## src/rtl/esm_pkg.sv

```systemverilog
// Shared types and constants for the ESM dependency scoreboard.
// Field positions follow the RV32 R-type layout.
package esm_pkg;

  localparam int ESM_REGNUM = 32;
  localparam int ESM_BS     = 16;
  localparam int REG_ADDR_W = $clog2(ESM_REGNUM);
  localparam int SLOT_W     = $clog2(ESM_BS);

  typedef logic [SLOT_W-1:0]     slot_idx_t;
  typedef logic [REG_ADDR_W-1:0] reg_addr_t;

  localparam reg_addr_t ZERO_REG = '0;

  typedef struct packed {
    reg_addr_t rs1;
    reg_addr_t rs2;
    reg_addr_t rd;
    logic      use_rs2;
    logic      reg_write;
  } dec_fields_t;

  function automatic dec_fields_t decode(input logic [24:0] instr,
                                         input logic        use_rs2,
                                         input logic        reg_write);
    dec_fields_t f;
    f.rs1       = instr[19:15];
    f.rs2       = instr[24:20];
    f.rd        = instr[11:7];
    f.use_rs2   = use_rs2;
    f.reg_write = reg_write;
    return f;
  endfunction

endpackage

```

## src/rtl/esm_prio_pick.sv

```systemverilog
// Lowest-set-bit picker: returns the index of the lowest request and whether
// any request is set. The index reads 0 when no request is set.
module esm_prio_pick #(
  parameter int N = 16,
  localparam int W = $clog2(N)
) (
  input  logic [N-1:0] req_i,
  output logic [W-1:0] idx_o,
  output logic         any_o
);

  always_comb begin
    idx_o = '0;
    any_o = |req_i;
    for (int i = N - 1; i >= 0; i--) begin
      if (req_i[i]) idx_o = W'(i);
    end
  end

endmodule

```

## src/rtl/esm_dep_scoreboard.sv

```systemverilog
// Instruction-dependency scoreboard: slot allocation, last-writer table,
// dependency matrix and issue selection. ESM_AGE_ORDER_EN selects oldest-ready issue.
module esm_dep_scoreboard
  import esm_pkg::*;
#(
  parameter int INSTR_W = 32,
  parameter int REGNUM  = 32,
  parameter int BS      = 16,
  localparam int IDX_W  = $clog2(BS)
) (
  input  logic               clk,
  input  logic               rst,
  input  logic               in_valid,
  output logic               in_ready,
  input  logic [INSTR_W-1:0] instr_in,
  input  logic               use_rs2,
  input  logic               reg_write,
  output logic [IDX_W-1:0]   alloc_index,
  output logic               issue_valid,
  input  logic               issue_ready,
  output logic [IDX_W-1:0]   issue_index,
  input  logic               complete_valid,
  input  logic [IDX_W-1:0]   complete_index,
  output logic [IDX_W:0]     occupancy,
  output logic               full,
  output logic               empty
);

  logic [BS-1:0]                valid_q, valid_d;
  logic [BS-1:0]                issued_q, issued_d;
  logic [BS-1:0][BS-1:0]        dep_q, dep_d;
  logic [REGNUM-1:0]            wvalid_q, wvalid_d;
  logic [REGNUM-1:0][IDX_W-1:0] wslot_q, wslot_d;

  dec_fields_t   dec;
  logic [BS-1:0] ready;
  logic [BS-1:0] pick_req;
  logic [BS-1:0] new_row;
  logic          alloc_any;
  logic          do_alloc, do_issue, comp_ok;
  logic          unused_bits;

  assign dec         = decode(instr_in[24:0], use_rs2, reg_write);
  assign unused_bits = ^{instr_in[INSTR_W-1:25], instr_in[14:12], instr_in[6:0]};

  esm_prio_pick #(.N(BS)) u_alloc_pick (
    .req_i (~valid_q),
    .idx_o (alloc_index),
    .any_o (alloc_any)
  );

  assign full     = &valid_q;
  assign empty    = ~|valid_q;
  assign in_ready = alloc_any;

  always_comb begin
    occupancy = '0;
    for (int i = 0; i < BS; i++) occupancy = occupancy + (IDX_W+1)'(valid_q[i]);
  end

  always_comb begin
    for (int i = 0; i < BS; i++) ready[i] = valid_q[i] && !issued_q[i] && (dep_q[i] == '0);
  end

`ifdef ESM_AGE_ORDER_EN
  // age_q[i][j] set means slot i was allocated before slot j.
  logic [BS-1:0][BS-1:0] age_q, age_d;

  always_comb begin
    for (int i = 0; i < BS; i++) begin
      pick_req[i] = ready[i];
      for (int j = 0; j < BS; j++) begin
        if (ready[j] && age_q[j][i]) pick_req[i] = 1'b0;
      end
    end
  end

  always_comb begin
    age_d = age_q;
    if (do_alloc) begin
      age_d[alloc_index] = '0;
      for (int j = 0; j < BS; j++) age_d[j][alloc_index] = valid_q[j];
    end
  end

  always_ff @(posedge clk or negedge rst) begin
    if (!rst) age_q <= '0;
    else      age_q <= age_d;
  end
`else
  assign pick_req = ready;
`endif

  esm_prio_pick #(.N(BS)) u_issue_pick (
    .req_i (pick_req),
    .idx_o (issue_index),
    .any_o (issue_valid)
  );

  assign do_alloc = in_valid && in_ready;
  assign do_issue = issue_valid && issue_ready;
  assign comp_ok  = complete_valid && valid_q[complete_index] && issued_q[complete_index];

  // Allocation reads the pre-update table so rd==rs1 depends on the older writer;
  // a producer completing this cycle is bypassed, and a new rd overrides the clear.
  always_comb begin
    valid_d  = valid_q;
    issued_d = issued_q;
    dep_d    = dep_q;
    wvalid_d = wvalid_q;
    wslot_d  = wslot_q;
    new_row  = '0;
    if (comp_ok) begin
      valid_d[complete_index]  = 1'b0;
      issued_d[complete_index] = 1'b0;
      for (int i = 0; i < BS; i++) dep_d[i][complete_index] = 1'b0;
      for (int r = 0; r < REGNUM; r++) begin
        if (wvalid_q[r] && wslot_q[r] == complete_index) wvalid_d[r] = 1'b0;
      end
    end
    if (do_issue) issued_d[issue_index] = 1'b1;
    if (do_alloc) begin
      if (dec.rs1 != ZERO_REG && wvalid_q[dec.rs1]) new_row[wslot_q[dec.rs1]] = 1'b1;
      if (dec.use_rs2 && dec.rs2 != ZERO_REG && wvalid_q[dec.rs2]) new_row[wslot_q[dec.rs2]] = 1'b1;
      if (comp_ok) new_row[complete_index] = 1'b0;
      valid_d[alloc_index]  = 1'b1;
      issued_d[alloc_index] = 1'b0;
      dep_d[alloc_index]    = new_row;
      if (dec.reg_write && dec.rd != ZERO_REG) begin
        wvalid_d[dec.rd] = 1'b1;
        wslot_d[dec.rd]  = alloc_index;
      end
    end
  end

  always_ff @(posedge clk or negedge rst) begin
    if (!rst) begin
      valid_q  <= '0;
      issued_q <= '0;
      dep_q    <= '0;
      wvalid_q <= '0;
      wslot_q  <= '0;
    end else begin
      valid_q  <= valid_d;
      issued_q <= issued_d;
      dep_q    <= dep_d;
      wvalid_q <= wvalid_d;
      wslot_q  <= wslot_d;
    end
  end

endmodule

```

## config.mk

```make
export PLATFORM = sky130hd
export DESIGN_NAME = esm_dep_scoreboard
export DESIGN_NICKNAME = d
export VERILOG_FILES = /design/src/rtl/esm_pkg.sv /design/src/rtl/esm_prio_pick.sv /design/src/rtl/esm_dep_scoreboard.sv
export SDC_FILE = /design/constraint.sdc
export NUM_CORES = 1
export LEC_CHECK = 0
export CORE_MARGIN = 1
export CORE_UTILIZATION = 70
export CTS_BUF_LIST = sky130_fd_sc_hd__clkbuf_8
export DETAILED_ROUTE_END_ITERATION = 8
export PLACE_DENSITY = 0.94
export SYNTH_ARGS = -nofsm -noshare
export SYNTH_HDL_FRONTEND = slang
export SYNTH_HIERARCHICAL = 1
export SYNTH_SLANG_ARGS = --single-unit
```

## constraint.sdc

```tcl
create_clock -name clk -period 10.92 [get_ports clk]
set_input_delay 3.276 -clock clk [delete_from_list [all_inputs] [get_ports clk]]
set_output_delay 3.276 -clock clk [all_outputs]
set_load 0.005 [all_outputs]
```

==> Implementation_results.wiki <==
{| class="wikitable"
! Metric !! Value
|-
| Number of clock sinks seen by CTS || around 450
|-
| Sequential standard cell area || between 0.01 and 0.015 mm²
|-
| Final Hold Fails || 0
|-
| Clock tree skew after final layout || 0.0540 ns
|-
| Detailed placement HPWL || 51300 µm
|-
| Main synth FF type || sky130_fd_sc_hd__dfrtp_1
|-
| Number of slew-limit violations in the final report || 0
|-
| Headroom to the max-slew limit || 0.0184
|-
| Core Region || 0.0338 mm²
|-
| Switching share of power || 0.438
|-
| Share of power burned in combinational logic || 0.490
|-
| #FFs+latches synth || between 400 and 500
|-
| Hold bufs inserted after CTS || 0
|-
| Reported leakage power || ~11 nW
|-
| Total number of vias || roughly 21000
|-
| Fin Setup TNS || 0 ns
|-
| H-tree lvl count || 3
|-
| Psw || roughly 3.4 mW
|-
| Max-cap violations || 0
|-
| Clock tree from TritonCTS || done
|-
| Final worst path period share || 0.753
|-
| Post-synth cell types || about 80
|-
| Clk network pwr share || 0.188
|-
| Timing-limited maximum frequency || roughly 120 MHz
|-
| Combined global-route utilization of all metal layers || 0.459
|-
| CP Data Required Time || 7.64 ns
|-
| FFs w/ async S/R, synth || 1.00
|-
| Critical path arrival || between 4 and 5 ns
|-
| Clock slew at reported path FFs || 0.06 ns
|-
| Post-synth net total || approximately 2400
|-
| Hold Path Depth || 0
|-
| Via density || 7.48
|-
| Global-route wire length before repair || roughly 120000 µm
|-
| Residual DRC || 0
|-
| Yosys warnings || 6
|-
| Buffer depth of the longest clock path || 3
|-
| Critical path class || reg -> out
|-
| Nets@finish || about 2400
|-
| Cell-internal power || approximately 4.4 mW
|-
| Post-DR wirelength/cell || approximately 29 µm
|-
| Die footprint || 0.0353 mm²
|-
| Library cell occupying the most area in the post-synthesis netlist || sky130_fd_sc_hd__dfrtp_1
|-
| Crit path capture type || output port
|-
| Antenna violations before repair || 0
|-
| Commonest non-fill, non-tap cells in the layout || 448 x sky130_fd_sc_hd__dfrtp_1, 288 x sky130_fd_sc_hd__nand3_1, 165 x sky130_fd_sc_hd__nand2_1
|-
| Slack of the worst reg-to-reg path || 5.81 ns
|-
| Cell count after synthesis || between 2000 and 2500
|-
| Post-DRT Antenna Nets || 0
|-
| Initial Utilization || 0.715
|-
| Number of buffers inserted during clock tree synthesis || 74
|-
| Min Clock Period, post-route || around 8.2 ns
|-
| Peak fanout along the critical path || 6
|-
| Count of flip-flops with a built-in enable after synthesis || 0
|-
| Reg2Reg Capture Point || dep_q[201]
|-
| Crit Reg-Reg Startpoint || issued_q[0]
|-
| Clock Latency Late Sink || slightly below 0.7 ns
|-
| Total I/O pin count || 60
|-
| Maximum resistive drop on vdd || about 0.36 mV
|-
| Unrepaired setup endpoints after global routing || no
|-
| Footprint of the multi-input gates || ~0.012 mm²
|-
| Power density over the cells || slightly above 300 mW/mm²
|-
| Type of the worst min-delay path || reg -> reg
|-
| Share of final-layout standard cells stronger than drive strength 1 || 0.166
|-
| Pin count of the biggest net entering global routing || ~150
|-
| Minimum setup slack in the final design || roughly 2.7 ns
|-
| Gp weighted congestion || 1.05
|-
| Fraction of power consumed by sequential logic || 0.322
|-
| Number of iterations in the first detailed-routing pass || 6
|-
| Launch instance of the worst min-delay path || wslot_q[2]
|-
| Count of buffers from port buffering || 42
|-
| Worst Hold End || wslot_q[2]
|-
| Fill cell count || 2110
|-
| Total detailed-routing wirelength || 80000 µm
|-
| Outcome || finished clean
|-
| Worst-margin pin slew || around 1.5 ns
|-
| Area added between synthesis and finish || 7.52%
|-
| Final setup vio count || 0
|-
| Post-synthesis cell area || 0.0242 mm²
|-
| Die width || approximately 190 µm
|-
| Sequential fraction of the synthesis area || 0.464
|-
| DR iter-0 viols || ~3200
|-
| Die Y-Extent || approximately 190 µm
|-
| Setup fix buffers added after clock tree synthesis || 0
|-
| Sort of element at the start of the critical path || flip-flop
|-
| Most frequent standard cell in the layout excluding fill and tap cells || sky130_fd_sc_hd__dfrtp_1
|-
| Number of global-route vias before repair || ~21000
|-
| Leading cell types by total area after synthesis || sky130_fd_sc_hd__dfrtp_1 46%, sky130_fd_sc_hd__nand3_1 6.0%, sky130_fd_sc_hd__mux2_2 5.5%
|-
| Area share of the leading cell type in the synthesized netlist || 0.464
|-
| Worst Reg2Reg Path Length in Cells || 7
|-
| GRT Residual Overflow || 0
|-
| Row count || 67
|-
| Syn avg cell area || roughly 10 µm²
|-
| Quantity of gates resized following cts || 0
|-
| Root Buffer Master || sky130_fd_sc_hd__clkbuf_8
|-
| Worst-case setup slack after placement || roughly 2.6 ns
|}
## sequential cells by signal, indices dropped and copies added (netlist names)
register,cells
dep_q,256
wvalid_q,32
issued_q,16
valid_q,16
wslot_q,128
## worst max-delay path, cell delays in order (launching register included)
cell                              delay [ns]
sky130_fd_sc_hd__dfrtp_1                0.44
sky130_fd_sc_hd__inv_1                  0.40
sky130_fd_sc_hd__fa_1                   0.50
sky130_fd_sc_hd__fa_1                   0.45
sky130_fd_sc_hd__fa_1                   0.54
sky130_fd_sc_hd__fa_1                   0.43
sky130_fd_sc_hd__inv_1                  0.08
sky130_fd_sc_hd__ha_1                   0.17
sky130_fd_sc_hd__inv_1                  0.07
sky130_fd_sc_hd__fa_1                   0.46
sky130_fd_sc_hd__nor2b_1                0.13
sky130_fd_sc_hd__o21a_1                 0.12
sky130_fd_sc_hd__clkdlybuf4s50_1        0.49
## synthesized netlist by cell type, drive strengths merged (5+ instances only)
library cell    n
dlygate4sd1     6
mux4           48
nand3         291
o31ai          68
a211oi          6
and4            6
nor2b          22
nand2b         18
buf            88
mux2          119
a21oi           9
a31oi           5
and2            9
fa             10
o311a           6
dfrtp         448
mux2i          61
o211ai          6
nor4           62
nand4          57
xnor2         126
nor3           24
nand3b          7
nand2         165
nor3b           9
nor2          110
a22o            5
clkbuf         90
a221oi          7
inv            37
o21ai         262
o22ai          15
a32oi          17
or4            15
ha              7
a22oi          35
## final cells by class
type	instances	share of cell area
clock inverter	39	0.00862
sequential	448	0.432
multi-input combinational	1660	0.458
tap	448	0.0216
timing repair buffer	85	0.0277
antenna	1	0.0000963
clock buffer	89	0.0472
inverter	37	0.00535
## metal layers
layer  routed length, µm  track usage
met1               26900        0.549
met2               35900        0.705
met3               10200        0.130
met4                6950        0.357
met5                   0            0
## power groups by stage
| stage | clock network (mW) | registers, mW | logic, mW |
|---|---|---|---|
| final | 1.48 | 2.53 | 3.86 |
| after global routing | 1.55 | 2.56 | 4.12 |
| after CTS | 1.47 | 2.50 | 3.75 |
| after detailed placement | 0 | 2.53 | 3.71 |
| after global placement | 0 | 2.48 | 3.60 |
| after floorplan | 0 | 2.36 | 2.37 |
## logic make-up after synthesis
kind of cell             share of synthesized area
AND/OR/NAND/NOR                              0.177
AO/OA/AOI/OAI                                0.129
flip-flops                                   0.464
multiplexers                                 0.126
buffers and inverters                       0.0454
XOR/XNOR                                    0.0471
adder cells (fa/ha/maj)                     0.0119
## per-stage QoR
| step | hold WS (ns) | std cells | util | total power, mW | instance area, µm² |
|---|---|---|---|---|---|
| after floorplan | 0.460 | 2329 | - | 4.73 | 24200 |
| after detailed placement | 0.448 | 2678 | 0.726 | 6.24 | 24500 |
| after global placement | 0.431 | 2678 | 0.726 | 6.09 | 24500 |
| after global routing | 0.485 | 2806 | 0.769 | 8.22 | 26000 |
| after CTS | 0.462 | 2806 | 0.769 | 7.73 | 26000 |
| final | 0.461 | 2807 | 0.769 | 7.87 | 26000 |
## worst max-delay path by stage
stage | from | end | slack, ns | cells past startpoint
CTS | valid_q[0] | occupancy[4] | 2.70 | 12
finish | valid_q[0] | occupancy[4] | 2.69 | 12
detailed placement | complete_index[0] | dep_q[201] | 2.62 | 8
floorplan | valid_q[0] | occupancy[4] | 4.31 | 11
global placement | complete_index[0] | dep_q[217] | 2.75 | 8
global route | valid_q[0] | occupancy[4] | 2.55 | 12
(Power assumes the default switching activity.)
==> edit: new RTL, same flow settings <==
`BS`: 16 -> 8.
--- a/src/rtl/esm_dep_scoreboard.sv
+++ b/src/rtl/esm_dep_scoreboard.sv
@@ -7,3 +7,3 @@
   parameter int REGNUM  = 32,
-  parameter int BS      = 16,
+  parameter int BS      = 8,
   localparam int IDX_W  = $clog2(BS)
Ports: changed (resized alloc_index, complete_index, issue_index and occupancy); port bits go from 60 to 56. The function was not compared with the original's and may differ.
==> edit against the original RTL <==
- wire length down 55%
- design area fell by 49%
- total power fell by 52%
- combinational power shrank 58%
- via count is 51% lower
- die area shrank 49%
- synthesized area down 49%
- worst setup slack better by 1.1 ns
- sequential share of layout area fell by 4.4 points
- sequential cell count fell by 241
- utilization up 2.6 points
- largest power group unchanged
==> edit: results (changes against the original RTL) <==
The fraction of layout cells with a size suffix above 1 is 0.235 (+0.0696). Yosys attributes the largest share of cell area to sky130_fd_sc_hd__dfrtp_1 42%, sky130_fd_sc_hd__mux4_2 10%, sky130_fd_sc_hd__mux2_2 9.8%, sky130_fd_sc_hd__xor2_1 6.7%, sky130_fd_sc_hd__nor2_1 3.0%. The routed via count came out at 10300 (-51%). The post-synthesis sequential area ratio is 0.424 (-0.0398).

The number of diodes came out at 0 (-1). The number of iterations in the first detailed-routing pass is 7 (+1). The clock insertion delay at the later pin of the skew report is 0.57 ns (-0.12 ns).

The placed wire-length estimate after detailed placement came out at 22.8 mm (-56%). The number of buffers between clock root and the deepest sink came to 3 (unchanged). The number of resized instances in the post-cts repair step came out at 0 (unchanged). The largest net degree at the start of global routing is 131 (-13%). The number of DRC markers after the initial detailed-route iteration was 1817 (-42%). The largest clock skew in the final design came out at 0.0416 ns (-0.0124 ns). The leakage power figure is 5.82 nW (-47%). The total routing resource utilization after global routing is 0.423 (-0.0360). The total CTS buffers is 36 (-51%).

The cell area reported after detailed placement was 12600 µm² (-49%). The maximum fanout along the worst path came out at 4 (-2). The routed wire length is 36.3 mm (-55%). CTS placed an instance of sky130_fd_sc_hd__clkbuf_8 at the clock tree root.

The deepest level of the CTS H-tree is 2 (-1). The commonest cells after synthesis are 207 x sky130_fd_sc_hd__dfrtp_1, 106 x sky130_fd_sc_hd__mux2_2, 97 x sky130_fd_sc_hd__nor2_1. The count of buffers added by post-CTS timing repair for setup was 0 (unchanged). The internal power is 2.26 mW (-49%). The net count of the mapped netlist is 1110 (-54%). The first-pass GRT wire length is 57.8 mm (-52%).

The distinct cell type count after synthesis came to 67 (-18%). The worst supply voltage drop on vdd is 0.000439 V (+21%). The arrival time reported for the critical path endpoint is 3.83 ns (-1.12 ns). The count of buffers from port buffering is 38 (-9.5%). The relative max-transition margin is 0.118 (+0.0992).

The placer's final routability congestion estimate came to 0.922 (-12%). The number of nets with antenna violations after detailed routing came out at 0 (unchanged). In the final layout, the registers with the most flip-flops are wslot_q: 96 flops, dep_q: 64 flops, wvalid_q: 31 flops. After clock tree synthesis, the clock-pin slew on the worst setup and hold paths is approximately 0.07 ns.

The run finished with clean final reports.
==> edit: layout make-up <==
type / count / area (µm²)
tap: 220 / 275
inverter: 22 / 82.6
sequential: 207 / 5180
fill: 892 / 3440
clock inverter: 20 / 146
timing repair buffer: 50 / 449
multi-input combinational: 757 / 6640
clock buffer: 44 / 606
==> edit: per-layer routing <==
layer,part of all wire,vias up,global-route usage
li1,-,4055,-
met1,0.34,4976,0.525
met5,0,-,0
met4,0.074,0,0.250
met2,0.46,990,0.660
met3,0.13,316,0.128
==> edit: power by group through the flow <==
stage	Clock (mW)	Sequential, mW	Combinational (mW)
final	0.754	1.43	1.63
after CTS	0.749	1.40	1.60
after global routing	0.788	1.44	1.75
after floorplan	0	1.27	1.08
after detailed placement	0	1.40	1.56
after global placement	0	1.37	1.49
==> edit: cells by family after synthesis <==
kind of cell / share of synthesized area
simple gates: 0.115
flops: 0.424
buf+inv: 0.0356
xor+xnor: 0.0674
mux: 0.213
compound gates: 0.134
fa+ha+maj: 0.0117
==> edit: final timing paths <==
path	startpoint	slack (ns)	cells past startpoint	end
max	valid_q[0]	3.82	10	occupancy[2]
min	wslot_q[1]	0.40	0	wslot_q[1]
max reg2reg	valid_q[1]	7.58	6	valid_q[7]
min reg2reg	wslot_q[1]	0.40	0	wslot_q[1]
max in group asynchronous	rst	6.42	2	wslot_q[39]
min in group asynchronous	rst	2.89	1	wslot_q[58]
==> edit: critical path: stages (launching register included) <==
cell                              delay (ns)
sky130_fd_sc_hd__dfrtp_1                0.44
sky130_fd_sc_hd__fa_1                   0.55
sky130_fd_sc_hd__inv_1                  0.05
sky130_fd_sc_hd__fa_1                   0.50
sky130_fd_sc_hd__fa_1                   0.42
sky130_fd_sc_hd__inv_1                  0.06
sky130_fd_sc_hd__ha_1                   0.15
sky130_fd_sc_hd__inv_1                  0.05
sky130_fd_sc_hd__fa_1                   0.37
sky130_fd_sc_hd__xnor2_1                0.16
sky130_fd_sc_hd__clkdlybuf4s50_1        0.52
==> edit: per-stage QoR <==
stage | worst slack (ns) | instances | utilization
after floorplan | 4.99 | 1059 | -
after global placement | 3.71 | 1256 | 0.750
after detailed placement | 3.72 | 1256 | 0.750
after CTS | 3.78 | 1320 | 0.795
after global routing | 3.69 | 1320 | 0.795
final | 3.82 | 1320 | 0.795
